--- config.mk ---
export PLATFORM = sky130hd
export DESIGN_NAME = alu_bist_flat
export DESIGN_NICKNAME = d
export VERILOG_FILES = /design/src/rtl/alu_bist_if.sv /design/src/rtl/alu_bist.sv /design/src/flat_wrapper.sv
export SDC_FILE = /design/constraint.sdc
export NUM_CORES = 1
export LEC_CHECK = 0
export ABC_AREA = 1
export CORE_ASPECT_RATIO = 1.1
export CORE_MARGIN = 2
export CORE_UTILIZATION = 53
export CTS_BUF_LIST = sky130_fd_sc_hd__clkbuf_8
export CTS_CLUSTER_DIAMETER = 200
export CTS_CLUSTER_SIZE = 25
export DETAILED_ROUTE_END_ITERATION = 10
export PLACE_DENSITY = 0.89
export SLEW_MARGIN = 10
export SYNTH_ARGS = -nofsm -noshare
export SYNTH_HDL_FRONTEND = slang
export SYNTH_SLANG_ARGS = --single-unit
--- constraint.sdc ---
create_clock -name clk -period 5.1 [get_ports clk]
set_input_delay 0.765 -clock clk [delete_from_list [all_inputs] [get_ports clk]]
set_output_delay 0.765 -clock clk [all_outputs]
set_load 0.02 [all_outputs]
--- src/rtl/alu_bist_if.sv ---
`default_nettype none
// ============================================================================
// Module      : alu_bist_if
// Description : Bus bundle between the ALU BIST initiator and its environment.
//               The master side is the BIST engine. It drives ALU operands and
//               reports status. The slave side supplies start and the ALU result.
// Revision    : 1.0 - initial release
// ============================================================================
interface alu_bist_if;
    logic        start;
    logic [31:0] alu_res;
    logic [31:0] alu_a;
    logic [31:0] alu_b;
    logic [3:0]  alu_op;
    logic        busy;
    logic        done;
    logic        pass;
    logic [3:0]  err_count;
    logic [3:0]  fail_idx;
    logic [3:0]  vec_idx;

    modport master (
        input  start, alu_res,
        output alu_a, alu_b, alu_op, busy, done, pass, err_count, fail_idx, vec_idx
    );

    modport slave (
        output start, alu_res,
        input  alu_a, alu_b, alu_op, busy, done, pass, err_count, fail_idx, vec_idx
    );
endinterface
`default_nettype wire

--- src/rtl/alu_bist.sv ---
`default_nettype none
// ============================================================================
// Module      : alu_bist
// Description : Built-in self-test initiator for the RV32I ALU. It walks a
//               fixed 12-entry vector table and holds each vector for
//               SETTLE_CYCLES. It then checks the ALU result against a golden
//               value and reports pass/fail, an error count and the first
//               failing index.
// Revision    : 1.0 - initial release
// ============================================================================
module alu_bist #(
    parameter int unsigned SETTLE_CYCLES = 1   // legal range 1..15
) (
    input  wire logic      clk,
    input  wire logic      rst,
    alu_bist_if.master     bus
);

    localparam int unsigned NUM_VEC  = 12;
    localparam logic [3:0]  C_NO_FAIL = 4'hF;
    localparam logic [3:0]  C_LAST    = 4'(NUM_VEC - 1);
    localparam logic [3:0]  C_SETTLE  = 4'(SETTLE_CYCLES);

    typedef enum logic [1:0] {
        S_IDLE  = 2'd0,
        S_APPLY = 2'd1,
        S_CHECK = 2'd2,
        S_DONE  = 2'd3
    } state_t;

    // Stimulus table: {op, A, B}
    function automatic logic [67:0] vec_stim(input logic [3:0] idx);
        case (idx)
            4'd0:    vec_stim = {4'b0000, 32'h0000000A, 32'h00000005};
            4'd1:    vec_stim = {4'b1000, 32'h0000000A, 32'h00000014};
            4'd2:    vec_stim = {4'b0001, 32'h00000003, 32'h00000002};
            4'd3:    vec_stim = {4'b0010, 32'hFFFFFFFB, 32'h00000003};
            4'd4:    vec_stim = {4'b0011, 32'hFFFFFFFB, 32'h00000003};
            4'd5:    vec_stim = {4'b0100, 32'hF0F0F0F0, 32'h0F0F0F0F};
            4'd6:    vec_stim = {4'b1101, 32'hFFFFFFC0, 32'h00000003};
            4'd7:    vec_stim = {4'b0110, 32'hAAAA0000, 32'h0000BBBB};
            4'd8:    vec_stim = {4'b0111, 32'hFFFF0000, 32'h00FF00FF};
            4'd9:    vec_stim = {4'b1001, 32'h12345678, 32'h87654321};
            4'd10:   vec_stim = {4'b0101, 32'hFFFFFFC0, 32'h00000003};
            4'd11:   vec_stim = {4'b1000, 32'h00000005, 32'h00000005};
            default: vec_stim = '0;
        endcase
    endfunction

    // Golden result for each table entry
    function automatic logic [31:0] vec_golden(input logic [3:0] idx);
        case (idx)
            4'd0:    vec_golden = 32'h0000000F;
            4'd1:    vec_golden = 32'hFFFFFFF6;
            4'd2:    vec_golden = 32'h0000000C;
            4'd3:    vec_golden = 32'h00000001;
            4'd4:    vec_golden = 32'h00000000;
            4'd5:    vec_golden = 32'hFFFFFFFF;
            4'd6:    vec_golden = 32'hFFFFFFF8;
            4'd7:    vec_golden = 32'hAAAABBBB;
            4'd8:    vec_golden = 32'h00FF0000;
            4'd9:    vec_golden = 32'h87654321;
            4'd10:   vec_golden = 32'h1FFFFFF8;
            4'd11:   vec_golden = 32'h00000000;
            default: vec_golden = 32'h00000000;
        endcase
    endfunction

    state_t      state_q,     state_d;
    logic [31:0] alu_a_q,     alu_a_d;
    logic [31:0] alu_b_q,     alu_b_d;
    logic [3:0]  alu_op_q,    alu_op_d;
    logic        busy_q,      busy_d;
    logic        done_q,      done_d;
    logic        pass_q,      pass_d;
    logic [3:0]  err_count_q, err_count_d;
    logic [3:0]  fail_idx_q,  fail_idx_d;
    logic [3:0]  vec_idx_q,   vec_idx_d;
    logic [3:0]  settle_q,    settle_d;

    logic        w_launch;
    logic        w_mismatch;
    logic [67:0] w_next_stim;
    logic [67:0] w_first_stim;

    assign w_launch     = bus.start && ((state_q == S_IDLE) || (state_q == S_DONE));
    assign w_mismatch   = (bus.alu_res != vec_golden(vec_idx_q));
    assign w_next_stim  = vec_stim(4'(vec_idx_q + 4'd1));
    assign w_first_stim = vec_stim(4'd0);

    // Next-state and next-output computation for the BIST sequencer
    always_comb begin
        state_d     = state_q;
        alu_a_d     = alu_a_q;
        alu_b_d     = alu_b_q;
        alu_op_d    = alu_op_q;
        busy_d      = busy_q;
        done_d      = done_q;
        pass_d      = pass_q;
        err_count_d = err_count_q;
        fail_idx_d  = fail_idx_q;
        vec_idx_d   = vec_idx_q;
        settle_d    = settle_q;

        case (state_q)
            S_IDLE: begin
                alu_a_d  = '0;
                alu_b_d  = '0;
                alu_op_d = '0;
            end
            S_APPLY: begin
                // Counter was loaded with SETTLE_CYCLES when the vector went out
                if (settle_q <= 4'd1) begin
                    settle_d = 4'd0;
                    state_d  = S_CHECK;
                end else begin
                    settle_d = settle_q - 4'd1;
                end
            end
            S_CHECK: begin
                if (w_mismatch) begin
                    if (err_count_q != 4'hF) begin
                        err_count_d = err_count_q + 4'd1;
                    end
                    if (fail_idx_q == C_NO_FAIL) begin
                        fail_idx_d = vec_idx_q;
                    end
                end
                if (vec_idx_q == C_LAST) begin
                    state_d  = S_DONE;
                    alu_a_d  = '0;
                    alu_b_d  = '0;
                    alu_op_d = '0;
                end else begin
                    vec_idx_d = vec_idx_q + 4'd1;
                    alu_op_d  = w_next_stim[67:64];
                    alu_a_d   = w_next_stim[63:32];
                    alu_b_d   = w_next_stim[31:0];
                    settle_d  = C_SETTLE;
                    state_d   = S_APPLY;
                end
            end
            S_DONE: begin
                // Final error count was committed by the last CHECK
                busy_d   = 1'b0;
                done_d   = 1'b1;
                pass_d   = (err_count_q == 4'd0);
                alu_a_d  = '0;
                alu_b_d  = '0;
                alu_op_d = '0;
            end
            default: begin
                state_d = S_IDLE;
            end
        endcase

        // A new run clears the previous results on the same edge
        if (w_launch) begin
            state_d     = S_APPLY;
            vec_idx_d   = 4'd0;
            alu_op_d    = w_first_stim[67:64];
            alu_a_d     = w_first_stim[63:32];
            alu_b_d     = w_first_stim[31:0];
            settle_d    = C_SETTLE;
            err_count_d = 4'd0;
            fail_idx_d  = C_NO_FAIL;
            done_d      = 1'b0;
            pass_d      = 1'b0;
            busy_d      = 1'b1;
        end
    end

    // State and output registers with synchronous reset
    always_ff @(posedge clk) begin
        if (rst) begin
            state_q     <= S_IDLE;
            alu_a_q     <= '0;
            alu_b_q     <= '0;
            alu_op_q    <= '0;
            busy_q      <= 1'b0;
            done_q      <= 1'b0;
            pass_q      <= 1'b0;
            err_count_q <= 4'd0;
            fail_idx_q  <= C_NO_FAIL;
            vec_idx_q   <= 4'd0;
            settle_q    <= 4'd0;
        end else begin
            state_q     <= state_d;
            alu_a_q     <= alu_a_d;
            alu_b_q     <= alu_b_d;
            alu_op_q    <= alu_op_d;
            busy_q      <= busy_d;
            done_q      <= done_d;
            pass_q      <= pass_d;
            err_count_q <= err_count_d;
            fail_idx_q  <= fail_idx_d;
            vec_idx_q   <= vec_idx_d;
            settle_q    <= settle_d;
        end
    end

    assign bus.alu_a     = alu_a_q;
    assign bus.alu_b     = alu_b_q;
    assign bus.alu_op    = alu_op_q;
    assign bus.busy      = busy_q;
    assign bus.done      = done_q;
    assign bus.pass      = pass_q;
    assign bus.err_count = err_count_q;
    assign bus.fail_idx  = fail_idx_q;
    assign bus.vec_idx   = vec_idx_q;

endmodule
`default_nettype wire

--- src/flat_wrapper.sv ---
// flat-port wrapper written by rule: the top's interface ports become plain ports
module alu_bist_flat 
#(
    parameter int unsigned SETTLE_CYCLES = 1                       
)
  (clk, rst, bus_start, bus_alu_res, bus_alu_a, bus_alu_b, bus_alu_op, bus_busy, bus_done, bus_pass, bus_err_count, bus_fail_idx, bus_vec_idx);
  alu_bist_if bus_i ();
  input  wire logic clk;
  input  wire logic rst;
  input wire logic [$bits(bus_i.start)-1:0] bus_start;
  input wire logic [$bits(bus_i.alu_res)-1:0] bus_alu_res;
  output wire logic [$bits(bus_i.alu_a)-1:0] bus_alu_a;
  output wire logic [$bits(bus_i.alu_b)-1:0] bus_alu_b;
  output wire logic [$bits(bus_i.alu_op)-1:0] bus_alu_op;
  output wire logic [$bits(bus_i.busy)-1:0] bus_busy;
  output wire logic [$bits(bus_i.done)-1:0] bus_done;
  output wire logic [$bits(bus_i.pass)-1:0] bus_pass;
  output wire logic [$bits(bus_i.err_count)-1:0] bus_err_count;
  output wire logic [$bits(bus_i.fail_idx)-1:0] bus_fail_idx;
  output wire logic [$bits(bus_i.vec_idx)-1:0] bus_vec_idx;
  assign bus_i.start = bus_start;
  assign bus_i.alu_res = bus_alu_res;
  assign bus_alu_a = bus_i.alu_a;
  assign bus_alu_b = bus_i.alu_b;
  assign bus_alu_op = bus_i.alu_op;
  assign bus_busy = bus_i.busy;
  assign bus_done = bus_i.done;
  assign bus_pass = bus_i.pass;
  assign bus_err_count = bus_i.err_count;
  assign bus_fail_idx = bus_i.fail_idx;
  assign bus_vec_idx = bus_i.vec_idx;
  alu_bist #(.SETTLE_CYCLES(SETTLE_CYCLES)) u_core (.clk(clk), .rst(rst), .bus(bus_i));
endmodule
* Word level (Yosys, flattened, before mapping)
Memories as Yosys holds them, arrays and structs flattened. A register that Yosys moved wholly into a read port is not among the register bits.
Cells that the tools add are included.
** Storage, ports and cells
- Output and inout port bits :: 83
- ROM bits :: 1552
- Memories kept :: 2
- Register bits after elaboration :: 89
- Logic and storage cells :: 71
** Cells by class
- Add/subtract/negate cells :: 3
- Order comparisons :: 1
- Equal/unequal tests :: 11
- Reductions and logical operators :: 18
- Mux-type cells :: 20
- Bitwise operators :: 1
** Memory list
- (name not given) :: depth 16, width 65, read ports 1, clocked after Yosys merged registers in 0, wr ports 0, line alu_bist.sv:33 : case (idx)
- (name not given) :: depth 16, width 32, read ports 1, clocked after Yosys merged registers in 1, wr ports 0, line alu_bist.sv:52 : case (idx)
** Operator list (count)
- $pmux 32 s2 :: 2
- $mux 32 :: 2
- $ne 32x32->1 :: 1
- $mux 4 :: 6
- $pmux 4 s2 :: 2
- $reduce_and 2->1 :: 5
- $add 4x1->4 const B :: 2
- $eq 4x4->1 const B :: 2
- $reduce_and 3->1 :: 2
- $reduce_bool 2->1 :: 3
- $reduce_bool 3->1 :: 2
- $eq 2x2->1 const B :: 2
- $le 4x1->1 const B :: 1
- $logic_not 4->1 :: 1
- $mux 1 :: 4
- $mux 2 :: 2
- $ne 4x4->1 const B :: 1
- $pmux 2 s2 :: 1
- $reduce_or 2->1 :: 2
- $sub 4x1->4 const B :: 1
- $mux 3 :: 1
- $ne 3x1->1 const B :: 1
- $ne 3x2->1 const B :: 1
- $eq 2x1->1 const B :: 1
- other kinds (6) :: 6

* Longest topological paths before layout
Gate-level depths: netlist (run 1).
- Depth after elaboration :: 5
- Gate-level depth with buffers :: 13
- Gate-level depth less buffers :: 12

* Least setup slack after synthesis (run 1)
Ideal clock, no wire load.
- Path type :: register -> register
- Start point :: register u_core.vec_idx_q[1], in the netlist u_core.bus.vec_idx[1]
- End point :: register u_core.alu_a_q[10], in the netlist u_core.bus.alu_a[10]
- Required time :: 4968 ps
- Arrival :: 2186 ps
- Library setup time :: 132 ps
- Slack :: 2782 ps
- Stages on the path, launching flop included :: 14
- Period minus slack after synthesis :: 2318 ps
- Cells stage by stage :: dfxtp_1 -> ha_1 -> inv_1 -> ha_1 -> buf_2 -> clkinv_1 -> nor2_1 -> inv_1 -> nor2_1 -> inv_1 -> nand3_1 -> inv_1 -> nand2_1 -> a21oi_1
** On the way
- Cells in the longest elaborated chain, start to end :: 4
** RTL lines
- start: declaration :: line alu_bist.sv:78 : logic [3:0] vec_idx_q, vec_idx_d;
- start signal: assignment :: line alu_bist.sv:197 : vec_idx_q <= vec_idx_d;
- $add 4x1->4 :: line alu_bist.sv:88 : assign w_next_stim = vec_stim(4'(vec_idx_q + 4'd1));
- $mem_v2 16x65
- $mux 32 (*) :: line alu_bist.sv:129 : if (vec_idx_q == C_LAST) begin
- $pmux 32 s2 (*) :: line alu_bist.sv:105 : case (state_q)
- end signal: assignment :: line alu_bist.sv:189 : alu_a_q <= alu_a_d;
- end: declaration :: line alu_bist.sv:70 : logic [31:0] alu_a_q, alu_a_d;
Mark *: on every way between the ends. The rest lies on a longest branch, timed or not.
A chain may end at the register's enable or synchronous reset.

* Worst setup path after layout (run 1)
- Start point :: register u_core.vec_idx_q[0], in the netlist u_core.bus.vec_idx[0]
- End point :: register u_core.alu_a_q[10], in the netlist u_core.bus.alu_a[10]
Same word-level chain as after synthesis.

==> results of run 1 <==
cells in the final DEF (no fill, tap or decap), types with 3 or more instances in the layout:
master / netlist / final
nor2_1: 41 / 41
nor3_1: 3 / 3
nand3_1: 29 / 29
conb_1: 1 / 3
inv_2: 3 / 3
nand2_1: 160 / 160
dfxtp_1: 74 / 74
xnor2_1: 14 / 14
clkdlybuf4s50_1: 0 / 114
o211ai_1: 3 / 3
inv_1: 59 / 59
a21oi_1: 47 / 47
ha_1: 18 / 18
o21ai_0: 28 / 28
clkbuf_8: 0 / 10
xor2_1: 3 / 3
final cells by class:
class	instances	area, µm²
Tap cell	85	106
Sequential cell	74	1480
Inverter	64	243
Multi-Input combinational cell	374	1930
Timing Repair Buffer	115	1150
Fill cell	533	1970
Clock inverter	5	78.8
Clock buffer	10	138
stage by stage:
step / power [µW] / cells / utilization, %
global placement: 1640 / 712 / 69.2
floorplan: 1410 / 556 / -
finish: 2180 / 727 / 72.3
global route: 2330 / 727 / 72.3
detailed placement: 1680 / 712 / 69.2
CTS: 2170 / 727 / 72.3
power breakdown:
group | total, µW | internal [µW] | switching [µW]
Clock | 496 | 285 | 211
Combinational | 918 | 332 | 586
Sequential | 767 | 682 | 85.0
cell usage after synthesis (all sizes together):
| master | count |
|---|---|
| nand2 | 164 |
| dfxtp | 74 |
| inv | 63 |
| a21oi | 47 |
| nor2 | 44 |
| buf | 36 |
| nand3 | 29 |
| o21ai | 29 |
| ha | 18 |
| xnor2 | 14 |
| clkbuf | 8 |
| nor3 | 4 |
| o211ai | 4 |
| xor2 | 3 |
| a22oi | 2 |
| nand4 | 2 |
| o21bai | 2 |
| or2 | 2 |
| a211oi | 1 |
| a221oi | 1 |
| a31oi | 1 |
| a32oi | 1 |
| clkinv | 1 |
| conb | 1 |
| nor3b | 1 |
| o21a | 1 |
| o22ai | 1 |
routing by layer:
layer / track usage, % / wire, µm / share of wire, % / vias to the layer above
met4: 8.33 / 169 / 1.7 / 0
met5: 0 / 0 / 0 / -
li1: - / - / - / 1879
met1: 30.6 / 4090 / 41 / 1784
met2: 43.2 / 5010 / 50 / 151
met3: 5.86 / 673 / 6.8 / 21
worst paths after layout:
path,to,from,slack [ns],cells past startpoint
max reg2reg,u_core.bus.alu_a[10],u_core.bus.vec_idx[0],2.27,12
max,u_core.bus.alu_a[10],u_core.bus.vec_idx[0],2.27,12
min,u_core.bus.alu_a[18],u_core.bus.alu_a[18],0.47,2
min reg2reg,u_core.bus.alu_a[18],u_core.bus.alu_a[18],0.47,2
cell families (layout without fill, tap and decap cells):
group / count (synthesis) / after routing / synth area share, %
and+or+nand+nor: 246 / 246 / 26.4
DFF: 74 / 74 / 37.7
buffers and inverters: 108 / 194 / 13.6
other: 1 / 3 / 0.0954
xor gates and xnor gates: 17 / 17 / 3.79
AOI/OAI and AO/OA: 90 / 90 / 12.8
adders and majority gates: 18 / 18 / 5.73
critical path, delay by kind of cell (launching register included):
family	cells	cell delay, ns
AO/OA/AOI/OAI	1	0.07
adder cells (fa/ha/maj)	2	0.84
buffers and inverters	5	0.63
flip-flops	1	0.59
AND/OR/NAND/NOR	4	0.56
==> metrics.txt, run 1 <==
synthesized area per cell=7.10 µm²; final non-filler cell area=5120 µm²; CTS tree=yes; CP required=5.31 ns; slowest stage delay, CP=0.59 ns; Vert. Die Dim=94.3 µm; grt ovf=0; fmax=354 MHz; crit path max fanout=12; Setup WS post-layout=2.27 ns; worst hold slack=0.466 ns; power density cells=around 430 nW/µm²; core area=7090 µm²; cell mode on critical path=inv_1; DP Area=between 4000 and 5000 µm²; Placement Setup Slack=2.14 ns; Slowest-stage cell, CP=dfxtp_1; Slew @ Worst Pin=0.946 ns; root buf cell=clkbuf_8; hold_buf cts=0; post-route clock period utilization=55.4%; cell count after synthesis=554; Routed Antenna Nets=0; P&R area growth vs syn=30.2%; Initial Utilization=55.5%; synthesized area=roughly 3900 µm²; CP Cell Sequence=ha_1 > inv_1 > ha_1 > clkinv_1 > nor2_1 > inv_1 > nor2_1 > inv_1 > nand3_1 > inv_1 > nand2_1 > a21oi_1; Clock Tree Buf Depth=2; final wirelength=9940 µm; Final GP Congestion=roughly 0.94; Via density=5.28; worst hold path type=register to register; H-tree Lvls=3; die width=86.1 µm; Num CTS Buffers=9; synth warn=0; CP Launch Type=register; Finish-stage setup viols=0; first-pass GRT wire length=16300 µm; largest cells by area after synthesis=dfxtp_1 (38%), nand2_1 (15%), buf_4 (6.1%), a21oi_1 (6.0%), ha_1 (5.7%); drt pass-1 iters=5; clock transition at the registers of the reported paths=0.08 ns; DRT iter0 DRCs=around 290; Sum Neg Setup Slack=0 ns; vias in the first global route=3594; Max Cap Viol=0; wire per inst=13.7 µm; worst-skew pair later-pin latency=0.35 ns; total track usage=25.0%; Setup crit end kind=register; initial antenna violation count=0; RSZ-0062 raised after global routing=false; nets@finish=691; CP Class=register to register; clock sink total=74; Leakage=0.00218 µW; die area=8130 µm²; register area share after synthesis=about 38%; run status=finished clean; Max rail drop VDD=roughly 0.47 mV; Yosys reg bits=74; n_diodes=0; Worst slew margin=around 37%; Vias=3835; Final Hold Fails=0; post-CTS setup buffers=0; share of cells above drive strength 1=~4.8%; minimum clock period=2.83 ns; I/O pin cnt=between 100 and 150; num rows=32; Slew Limit Fails=0; detailed placement HPWL=about 7500 µm; port bufs=~110; DRC=0; CTS resizes=0; largest net degree at the start of global routing=44; Clock Skew=0.00629 ns; post-synth cell types=39; critical path arrival=approximately 3.0 ns; Synth top area share=37.7%; Yosys top cell by area=dfxtp_1
Note: power is estimated with default switching activity, not from simulation.
==> run 2: changes to the inputs <==
CORE_UTILIZATION = 44   (was 53)
PLACE_DENSITY = 0.79   (was 0.89)
clock period = 2.5 ns   (was 5.1 ns; I/O delays follow)
==> metrics.txt, run 2 (synthesis gave the netlist of run 1 again) <==
Finish-stage setup viols=0; Routed Antenna Nets=0; DRT iter0 DRCs=~180; CP Class=register to register; Fill cells=825; Vias=between 3000 and 4000; num rows=36; cell internal pwr=2480 µW; core area=8780 µm²; Final Hold Fails=0; CTS resizes=0; crit path launch=u_core.state_q[0]; Max Cap Viol=0; CP Launch Type=register; Leakage=0.00220 µW; minimum clock period=roughly 2.3 ns; met1 Use GR=25.8%; switching power share of the total=42.2%; Placement Setup Slack=about 0.23 ns; Worst slew margin=between 60% and 70%; detailed placement HPWL=between 7000 and 8000 µm; n_diodes=0; grt ovf=0; most frequent cells in the layout=nand2_1 (160), clkdlybuf4s50_1 (114), dfxtp_1 (74); Setup crit end kind=register; RR Startpoint=u_core.state_q[0]; Hold Path Depth=2; Sum Neg Setup Slack=0 ns; Via density=4.95; crit path max fanout=5; Comb power frac=44.8%; nets@finish=700; Final GP Congestion=0.951; Slew @ Worst Pin=between 0.5 and 0.6 ns; I/O pin cnt=about 120; H-tree Lvls=3; clock sink total=74; worst hold path type=register to register; die width=94.1 µm; Clock Skew=0.0103 ns; run status=finished clean; post-CTS setup buffers=0; wire per inst=12.7 µm; Setup WS post-layout=~0.24 ns; post-route clock period utilization=90.5%; vias in the first global route=3592; worst-skew pair later-pin latency=0.36 ns; commonest non-fill, non-tap cell in the layout=nand2_1; die area=9710 µm²; final wirelength=9760 µm; Slew Limit Fails=0; Max rail drop VDD=roughly 0.72 mV; non-filler cells, final=766; initial antenna violation count=0; clock transition at the registers of the reported paths=0.08 ns; worst hold slack=between 0.4 and 0.5 ns; met2 global-route usage=between 30 and 40%; Initial Utilization=around 45%; P&R area growth vs syn=31.7%; placed cell count=750; total track usage=20.8%; Clock Tree Buf Depth=2; hold_buf cts=0; met3 Resource Use GR=just over 3%; fmax=442 MHz; drt pass-1 iters=4; first-pass GRT wire length=16100 µm; R2R cell count=11; power density cells=829 nW/µm²; Vert. Die Dim=103 µm; critical path arrival=2.49 ns; share of cells above drive strength 1=6.13%; CP required=2.73 ns; Seq pwr share=between 30% and 40%; RSZ-0062 raised after global routing=false; DRC=0; root buf cell=clkbuf_8; gr busiest metal=met2; Num CTS Buffers=9; Clk pwr share=19.1%; CTS tree=yes; Psw=around 1800 µW; hold path startpoint=u_core.bus.busy; port bufs=114; largest net degree at the start of global routing=between 40 and 50
-- run 2: worst paths after layout --
check	to	slack [ns]
setup / recovery	register	0.24
hold / removal	u_core.bus.busy	0.47
setup reg to reg	register	0.24
hold reg to reg	u_core.bus.busy	0.47
-- run 2: critical path, cell delays in order, from the launching register on --
cell	delay [ns]
dfxtp_1	0.38
inv_1	0.07
ha_1	0.32
nand2_1	0.13
inv_2	0.07
nor2_4	0.14
nand2_1	0.09
nor2_1	0.15
inv_1	0.11
ha_1	0.34
o211ai_2	0.26
nand2_1	0.09
-- run 2: area by class of cell --
type | count | area (µm²) | share of cell area, %
clock buffer | 10 | 138 | 2.66
clock inverter | 6 | 33.8 | 0.652
inverter | 64 | 243 | 4.69
multi-input combinational | 374 | 1930 | 37.2
sequential | 74 | 1480 | 28.6
tap | 114 | 143 | 2.75
timing repair buffer | 124 | 1220 | 23.5
-- run 2: metal layers --
layer,part of all wire [%],vias up
met5,0,-
met4,1.2,0
met3,5.1,10
met2,51,110
met1,43,1766
li1,-,1905
-- run 2: power by group through the flow --
stage          registers (µW)  clock network, µW  logic, µW
6_report                 1550                819       1920
5_1_grt                  1580                881       2160
4_1_cts                  1550                829       1910
3_5_place_dp             1580                  0       1900
3_3_place_gp             1570                  0       1840
2_1_floorplan            1650                  0       1230
-- run 2: through the flow --
| stage | cell area, µm² | utilization (%) | power (µW) |
|---|---|---|---|
| 6_report | 5180 | 59.0 | 4300 |
| 5_1_grt | 5180 | 59.0 | 4620 |
| 3_5_place_dp | 5010 | 57.0 | 3480 |
| 4_1_cts | 5180 | 59.0 | 4300 |
| 2_1_floorplan | 3940 | - | 2880 |
| 3_3_place_gp | 5010 | 57.0 | 3420 |
==> run 3: changes to the inputs <==
GPL_ROUTABILITY_DRIVEN = 1   (was not set)
==> results of run 3 <==
The final DEF is identical to that of run 2; final timing and power are the same.
